File: config.mk
export PLATFORM = sky130hd
export DESIGN_NAME = gray_conv_arbiter_flat
export DESIGN_NICKNAME = d
export VERILOG_FILES = /design/src/rtl/gray_conv_arbiter_if.sv /design/src/rtl/gray_conv_arbiter.sv /design/src/flat_wrapper.sv
export SDC_FILE = /design/constraint.sdc
export NUM_CORES = 1
export LEC_CHECK = 0
export CAP_MARGIN = 30
export CORE_UTILIZATION = 41
export DETAILED_ROUTE_END_ITERATION = 6
export PLACE_DENSITY = 0.82
export SLEW_MARGIN = 20
export SYNTH_ARGS = -nofsm -noshare
export SYNTH_HDL_FRONTEND = slang
export SYNTH_SLANG_ARGS = --single-unit
File: constraint.sdc
create_clock -name clk -period 1.6 [get_ports clk]
set_input_delay 0.24 -clock clk [delete_from_list [all_inputs] [get_ports clk]]
set_output_delay 0.24 -clock clk [all_outputs]
set_load 0.1 [all_outputs]
File: src/rtl/gray_conv_arbiter_if.sv
// Handshake/bus bundle for gray_conv_arbiter.
// slave  : arbiter side (takes requests, drives grants and results)
// master : requester/consumer side
interface gray_conv_arbiter_if #(
  parameter int NREQ = 4,
  parameter int W    = 4
);
  localparam int IDW = $clog2(NREQ);

  logic [NREQ-1:0]   req;
  logic [NREQ*W-1:0] gray_in;
  logic [NREQ-1:0]   gnt;
  logic [W-1:0]      bin_out;
  logic [IDW-1:0]    out_id;
  logic              out_valid;
  logic              out_ready;
  logic              busy;

  modport slave (
    input  req, gray_in, out_ready,
    output gnt, bin_out, out_id, out_valid, busy
  );

  modport master (
    output req, gray_in, out_ready,
    input  gnt, bin_out, out_id, out_valid, busy
  );
endinterface

File: src/rtl/gray_conv_arbiter.sv
// Round-robin arbiter sharing one registered Gray->binary stage among NREQ
// requesters. Sequence per grant: IDLE (arbitrate+capture) -> CONV (convert)
// -> RESP (hold result until out_ready) -> IDLE.
// Optional feature macro: GRAY_ARB_LOCK_EN adds a 'lock' input that lets the
// last-served requester win the next arbitration again.
module gray_conv_arbiter #(
  parameter int NREQ = 4,
  parameter int W    = 4
) (
  input  logic clk,
  input  logic rst,
`ifdef GRAY_ARB_LOCK_EN
  input  logic lock,
`endif
  gray_conv_arbiter_if.slave bus
);
  localparam int IDW = $clog2(NREQ);

  typedef enum logic [1:0] {IDLE, CONV, RESP} state_t;

  state_t         state;
  logic [IDW-1:0] rr_ptr;
  logic [IDW-1:0] id_q;
  logic [W-1:0]   gray_q;

  logic [IDW-1:0] idx;
  logic [IDW-1:0] rr_win;
  logic           rr_found;
  logic [IDW-1:0] sel_id;
  logic           sel_found;
  logic           lock_hit;
  logic [W-1:0]   bin_c;

  // Round-robin search upward from rr_ptr+1, wrapping at NREQ so an index
  // >= NREQ is never produced for non-power-of-two NREQ.
  always_comb begin
    rr_found = 1'b0;
    rr_win   = '0;
    idx      = '0;
    for (int k = 1; k <= NREQ; k++) begin
      idx = IDW'((int'(rr_ptr) + k) % NREQ);
      if (!rr_found && bus.req[idx]) begin
        rr_found = 1'b1;
        rr_win   = idx;
      end
    end
  end

`ifdef GRAY_ARB_LOCK_EN
  logic lock_q;

  // Remember the lock request made on the result handshake; it only matters
  // for the very next arbitration.
  always_ff @(posedge clk) begin
    if (rst)
      lock_q <= 1'b0;
    else if (state == RESP && bus.out_ready)
      lock_q <= lock;
    else if (state == IDLE && sel_found)
      lock_q <= 1'b0;
  end

  assign lock_hit = lock_q && bus.req[id_q];
`else
  assign lock_hit = 1'b0;
`endif

  // Final winner: locked owner if still requesting, otherwise round-robin.
  always_comb begin
    sel_id    = lock_hit ? id_q : rr_win;
    sel_found = lock_hit | rr_found;
  end

  // Gray->binary: bit i is the XOR of gray bits i..W-1.
  always_comb begin
    bin_c = '0;
    for (int i = 0; i < W; i++)
      bin_c[i] = ^(gray_q >> i);
  end

  // Sequencer FSM with registered grant/result/busy outputs.
  always_ff @(posedge clk) begin
    if (rst) begin
      state         <= IDLE;
      rr_ptr        <= IDW'(NREQ - 1);
      id_q          <= '0;
      gray_q        <= '0;
      bus.gnt       <= '0;
      bus.bin_out   <= '0;
      bus.out_id    <= '0;
      bus.out_valid <= 1'b0;
      bus.busy      <= 1'b0;
    end else begin
      case (state)
        IDLE: begin
          if (sel_found) begin
            gray_q   <= bus.gray_in[int'(sel_id)*W +: W];
            id_q     <= sel_id;
            // A lock re-grant leaves the round-robin position untouched.
            if (!lock_hit) rr_ptr <= sel_id;
            bus.gnt  <= NREQ'(1) << sel_id;
            bus.busy <= 1'b1;
            state    <= CONV;
          end else begin
            bus.gnt  <= '0;
          end
        end
        CONV: begin
          bus.bin_out   <= bin_c;
          bus.out_id    <= id_q;
          bus.out_valid <= 1'b1;
          bus.gnt       <= '0;
          state         <= RESP;
        end
        RESP: begin
          if (bus.out_valid && bus.out_ready) begin
            bus.out_valid <= 1'b0;
            bus.busy      <= 1'b0;
            state         <= IDLE;
          end
        end
        default: begin
          state    <= IDLE;
          bus.gnt  <= '0;
          bus.busy <= 1'b0;
        end
      endcase
    end
  end
endmodule

File: src/flat_wrapper.sv
// flat-port wrapper written by rule: the top's interface ports become plain ports
module gray_conv_arbiter_flat 
#(
  parameter int NREQ = 4,
  parameter int W    = 4
)
  (clk, rst, bus_req, bus_gray_in, bus_out_ready, bus_gnt, bus_bin_out, bus_out_id, bus_out_valid, bus_busy);
  gray_conv_arbiter_if #(.NREQ(NREQ), .W(W)) bus_i ();
  input  logic clk;
  input  logic rst;
  input wire logic [$bits(bus_i.req)-1:0] bus_req;
  input wire logic [$bits(bus_i.gray_in)-1:0] bus_gray_in;
  input wire logic [$bits(bus_i.out_ready)-1:0] bus_out_ready;
  output wire logic [$bits(bus_i.gnt)-1:0] bus_gnt;
  output wire logic [$bits(bus_i.bin_out)-1:0] bus_bin_out;
  output wire logic [$bits(bus_i.out_id)-1:0] bus_out_id;
  output wire logic [$bits(bus_i.out_valid)-1:0] bus_out_valid;
  output wire logic [$bits(bus_i.busy)-1:0] bus_busy;
  assign bus_i.req = bus_req;
  assign bus_i.gray_in = bus_gray_in;
  assign bus_i.out_ready = bus_out_ready;
  assign bus_gnt = bus_i.gnt;
  assign bus_bin_out = bus_i.bin_out;
  assign bus_out_id = bus_i.out_id;
  assign bus_out_valid = bus_i.out_valid;
  assign bus_busy = bus_i.busy;
  gray_conv_arbiter #(.NREQ(NREQ), .W(W)) u_core (.clk(clk), .rst(rst), .bus(bus_i));
endmodule
### Yosys cells after proc, flatten, opt, wreduce, memory -nomap -nowiden

Index checks and enable logic that the tools add are counted.

* flip-flop bits (word level): 22
* bits in latches: 0
* bits in writable memories: 0
* bits in read-only memories: 0
* input bits: 23
* output and inout port bits: 12
* word-level logic and storage cells: 66
* memories kept: 0

* add/subtract/negate cells: 4
* $mul: 0
* div/mod/pow operators: 0
* magnitude comparators: 4
* eq/ne operators: 4
* shift-type cells: 2
* multiplexer cells: 25
* bitwise operators: 1
* reduce and logical (&&, ||, !) cells: 17

Operator list (count)
* 4-bit parity: 4
* 16-bit by 5-bit variable part select with 4-bit output: 1
* 2-bit by 3-bit < comparator with 1-bit output, second input constant: 4
* 2-bit two-way mux: 6
* 1-bit two-way mux: 10
* 1-bit binary-select mux with 2-bit select: 4
* 4-bit case mux with 2 select lines: 1
* 2-bit case mux with 3 select lines: 1
* 2-bit AND reduction: 3
* 2-bit by 1-bit adder with 2-bit output, second input constant: 2
* 2-bit adder, second input constant: 2
* 1-bit logical AND: 4
* 4-bit two-way mux: 1
* 2-bit by 1-bit != test with 1-bit output, second input constant: 2
* 1-bit by 2-bit << shifter with 4-bit output, first input constant: 1
* 1-bit logical NOT: 3
* 1-bit case mux with 3 select lines: 1
* 3-bit AND reduction: 1
* 2-bit by 1-bit == test with 1-bit output, second input constant: 1
* 2-bit == test, second input constant: 1
* 2-bit logical NOT: 1
* 1-bit case mux with 2 select lines: 1
* 2-bit nonzero test: 1
* 1-bit NOT: 1

### Depth between registers and ports, before layout

* depth after elaboration: 16
* depth in mapped cells: 6
* depth with buffers taken out: 5

### Worst setup path before layout

No wires, ideal clock.

* path type: register -> register
* start: reg u_core.bus.out_valid
* end: reg u_core.bus.busy
* setup time: 0.128 ns
* arrival: 1.481 ns
* required time: 1.472 ns
* path slack: -0.008 ns
* cell stages (with the launch flop): 5
* path buffers: 0
* period minus slack after synthesis: 1.608 ns
* cells stage by stage: dfxtp_1 > nand2_1 > a21oi_1 > a2bb2oi_1 > nor2_1

* word-level cells in the longest chain between the ends: 3

RTL lines
* from (decl): RTL line gray_conv_arbiter_if.sv:21 `output gnt, bin_out, out_id, out_valid, busy`
* from (signal assigned): RTL line gray_conv_arbiter.sv:91 `bus.out_valid <= 1'b0;`
* from (signal assigned): RTL line gray_conv_arbiter.sv:111 `bus.out_valid <= 1'b1;`
* from (signal assigned): RTL line gray_conv_arbiter.sv:117 `bus.out_valid <= 1'b0;`
* 1-bit logical AND: RTL line gray_conv_arbiter.sv:116 `if (bus.out_valid && bus.out_ready) begin`
* 2-bit by 1-bit != test with 1-bit output (no line)
* 3-bit AND reduction (no line)
* to (signal assigned): RTL line gray_conv_arbiter.sv:102 `bus.busy <= 1'b1;`
* to (signal assigned): RTL line gray_conv_arbiter.sv:118 `bus.busy <= 1'b0;`
* to (signal assigned): RTL line gray_conv_arbiter.sv:125 `bus.busy <= 1'b0;`
* to (decl): RTL line gray_conv_arbiter_if.sv:21

Every way passes these cells.
A chain may end at the register's enable or synchronous reset.

### Final worst setup path

* start: reg u_core.rr_ptr[1]
* end: reg u_core.gray_q[2]

* word-level cells in the longest chain between the ends: 14
* elaborated cells between the ends (all ways): 28
* those cells by class: add/sub: 4; shift: 1; mux: 16; reduce/logical: 7

RTL lines
* from (decl): RTL line gray_conv_arbiter.sv:22 `logic [IDW-1:0] rr_ptr;`
* from (signal assigned): RTL line gray_conv_arbiter.sv:85 `rr_ptr <= IDW'(NREQ - 1);`
* from (signal assigned): RTL line gray_conv_arbiter.sv:100 `if (!lock_hit) rr_ptr <= sel_id;`
* 2-bit by 1-bit adder with 2-bit output: RTL line gray_conv_arbiter.sv:41 `idx = IDW'((int'(rr_ptr) + k) % NREQ);`
* 1-bit binary-select mux with 2-bit select: RTL line gray_conv_arbiter.sv:42 `if (!rr_found && bus.req[idx]) begin`
* 1-bit two-way mux (not written as such): RTL line gray_conv_arbiter.sv:42
* 1-bit two-way mux: RTL line gray_conv_arbiter.sv:42
* 1-bit logical NOT: RTL line gray_conv_arbiter.sv:42
* 1-bit logical AND: RTL line gray_conv_arbiter.sv:42
* 1-bit two-way mux: RTL line gray_conv_arbiter.sv:42
* 1-bit logical NOT: RTL line gray_conv_arbiter.sv:42
* 1-bit logical AND: RTL line gray_conv_arbiter.sv:42
* 1-bit two-way mux: RTL line gray_conv_arbiter.sv:42
* 1-bit logical NOT: RTL line gray_conv_arbiter.sv:42
* 1-bit logical AND: RTL line gray_conv_arbiter.sv:42
* 2-bit two-way mux or 1-bit two-way mux (tied branches): RTL line gray_conv_arbiter.sv:42
* 16-bit by 5-bit variable part select with 4-bit output or 2-bit AND reduction (tied branches)
* to (signal assigned): RTL line gray_conv_arbiter.sv:97 `gray_q <= bus.gray_in[int'(sel_id)*W +: W];`
* to (decl): RTL line gray_conv_arbiter.sv:24 `logic [W-1:0] gray_q;`

Parallel ways exist; a longest one is shown, timed or not. The select of a mux whose other input is x is not followed.

==> impl_metrics.json <==
{
  "status": "complete, no violations",
  "drt-vias-per-instance": 5.54,
  "arrival_ns": 1.80,
  "peakVddDrop_v": 0.000885,
  "clock-root-buffer": "clkbuf_4",
  "first_pass_iters": 5,
  "ctsHtreeMaxLevel": 1,
  "synthTopCellsByCount": "nor2_1, dfxtp_1, nand2_1",
  "die-area_sq_um": 2930,
  "gp_congestion": 0.824,
  "cap_viol_max_count": 0,
  "synth_nets": 145,
  "cp_num_buf_inv": 1,
  "relSlewSlack_pct": 73.7,
  "fin_cells": 204,
  "grt_pass1_vias": 1126,
  "die_x_um": 54.1,
  "finalSetupViolations": 0,
  "nets": 199,
  "grt_pass1_wl_um": 4610,
  "dp_hpwl_um": 2110,
  "fin_skew_ns": 0.000713,
  "synth_top_family_by_area": "simple AND/OR/NAND/NOR gates",
  "ys_seq_elements": 22,
  "fmax_mhz": 626,
  "avgSynthCellArea_sq_um": 9.14,
  "yosys.area.top_type_share_pct": 39.5,
  "synth-simple-area-share_pct": 22.8,
  "vias": 1130,
  "syn_inst": 122,
  "synthXorXnorAreaFrac_pct": 2.36,
  "rows": 18,
  "cts_tree": "done",
  "crit_fanout": 5,
  "async_flop_share_pct": 0,
  "drv_slew": 0,
  "place_inst": 199,
  "path_cells": "buf_4 > a21bo_2 > a21oi_4 > nor2_4 > mux2_4 > o211a_1",
  "diodes": 0,
  "gr-total-overflow": 0,
  "synth_edf_count": 0,
  "clk_latency_ns": 0.30,
  "synth_cell_types": 34,
  "synth-seq-area-share_pct": 39.5,
  "hold_viol": 0,
  "antenna_left": 0,
  "worstMarginPinSlew_ns": 0.393,
  "routedWlPerCell_um": 14.1,
  "synth_compound_area_share_pct": 21.8,
  "critPathSlowestCell": "dfxtp_2",
  "initial_utilization_pct": 44.2,
  "grt_max_degree": 23,
  "core-area_sq_um": 2520,
  "hold_path_class": "reg2reg",
  "cp-end-kind": "flop",
  "holdBufCountCts": 0,
  "port_buffers": 34,
  "synth_warnings": 0,
  "area_delta_synth_final_pct": 59.6,
  "period_needed_ns": 1.60,
  "track_usage_pct": 22.2,
  "synth_fa_ha_area_share_pct": 0,
  "synthTopCellsByArea": "dfxtp_1, nor2_1, mux2_4, mux2i_1, o211a_1",
  "syn_area_sq_um": 1110,
  "drcViolationCount": 0,
  "routed_wl_um": 2880,
  "p_leak_nw": 0.789,
  "io_pins": 35,
  "ys.flop_type": "dfxtp_1",
  "path_clk_slew_ns": 0.11,
  "fin_crit_sh_pct": 99.9,
  "cts-buffers-inserted": 3,
  "synth_top_area_cell": "dfxtp_1",
  "crit_path_start_kind": "flop",
  "rsz0062_at_grt": "yes",
  "cts.path.max_buffers": 2,
  "reg2reg_from": "u_core.rr_ptr[1]",
  "hp-start": "u_core.id_q[1]",
  "yosysMostFrequentCell": "nor2_1",
  "antenna_found_initial": 0,
  "cp-startpoint": "u_core.rr_ptr[1]",
  "critPathKind": "reg2reg",
  "path_delay_family": "compound AO/OA/AOI/OAI gates",
  "hold_ws_ns": 0.477,
  "critPathMaxStageDelay_ns": 0.36,
  "critPathRequiredTime_ns": 1.81,
  "synth_mux_area_share_pct": 9.88,
  "chipHeight_um": 54.1,
  "first_iter_violations": 28,
  "drive_gt1_share_pct": 29.9,
  "power_density_nw_per_um2": 1070,
  "n_fill_cell": 192,
  "cts_sinks": 22
}
-- power by group --
part / internal (mW) / switching, mW
Sequential: 0.626 / 0.0841
Clock: 0.0878 / 0.158
Combinational: 0.435 / 0.518
Total: 1.15 / 0.760
-- placed cells by master (no fill, tap or decap), types with 2 or more instances in the layout --
master | Yosys | layout
dlygate4sd2_1 | 0 | 3
mux2_4 | 4 | 4
a2bb2oi_1 | 2 | 2
clkbuf_4 | 0 | 3
a211o_1 | 4 | 4
dfxtp_1 | 22 | 20
nand2_1 | 8 | 8
clkdlybuf4s50_1 | 0 | 18
buf_4 | 0 | 19
a211oi_1 | 2 | 2
a22oi_1 | 2 | 2
mux2i_1 | 5 | 5
inv_1 | 5 | 5
xnor2_1 | 3 | 3
nor3_1 | 2 | 2
nor2_1 | 26 | 26
dfxtp_2 | 0 | 2
buf_12 | 0 | 12
a21oi_1 | 7 | 6
nor3b_1 | 4 | 4
o211a_1 | 5 | 5
-- area by class of cell --
type	instances	area (sq um)	share of cell area (%)
Inverter	5	18.8	1.05
Multi-Input combinational cell	91	656	36.8
Timing Repair Buffer	53	602	33.8
Sequential cell	22	443	24.9
Tap cell	30	37.5	2.11
Clock buffer	3	22.5	1.27
-- layer usage --
metal	vias up	track usage, %	share of wire [%]
li1	536	-	-
met1	546	23.2	40
met2	38	41.3	53
met3	10	3.95	4.1
met4	0	11.5	2.7
met5	-	0	0
-- registers in the layout, summed over array words and instances (netlist names) --
register,cells
u_core.state,2
u_core.bus.out_id,2
u_core.gray_q,4
u_core.bus.gnt,4
u_core.bus.bin_out,4
u_core.id_q,2
u_core.bus.busy,1
u_core.rr_ptr,2
u_core.bus.out_valid,1
-- worst min-delay path: stages, from the launching register on --
cell,delay [ns]
dfxtp_1,0.33
nand2_1,0.05
a21oi_1,0.06
-- worst paths after layout --
kind / endpoint / slack (ns) / cells past startpoint
max: u_core.gray_q[2] / 0.002 / 6
min: u_core.id_q[1] / 0.48 / 2
max reg2reg: u_core.gray_q[2] / 0.002 / 6
min reg2reg: u_core.id_q[1] / 0.48 / 2
-- stage by stage --
step	instance area [sq um]	setup slack, ns	utilization [%]	setup TNS [ns]	total power, mW
after CTS	1750	-0.00217	69.5	-0.00217	1.89
after floorplan	1120	0.0348	-	0	1.28
after global routing	1780	-0.0562	70.5	-0.167	1.99
after global placement	1720	-0.345	68.2	-3.55	1.61
final	1780	0.00196	70.5	0	1.91
after detailed placement	1720	-0.409	68.2	-3.95	1.64
-- timing repair --
action / CTS / global route
resized for setup: 4 / 5
setup buffers: 2 / 0
endpoints found under the setup margin: 7 / 8
pin swaps: 2 / 1
-- cell families after synthesis --
kind of cell | count (synthesis)
xor+xnor | 3
flops | 22
mux | 9
simple gates | 49
buf+inv | 9
compound gates | 30
Power figures use the tool's default switching activity.
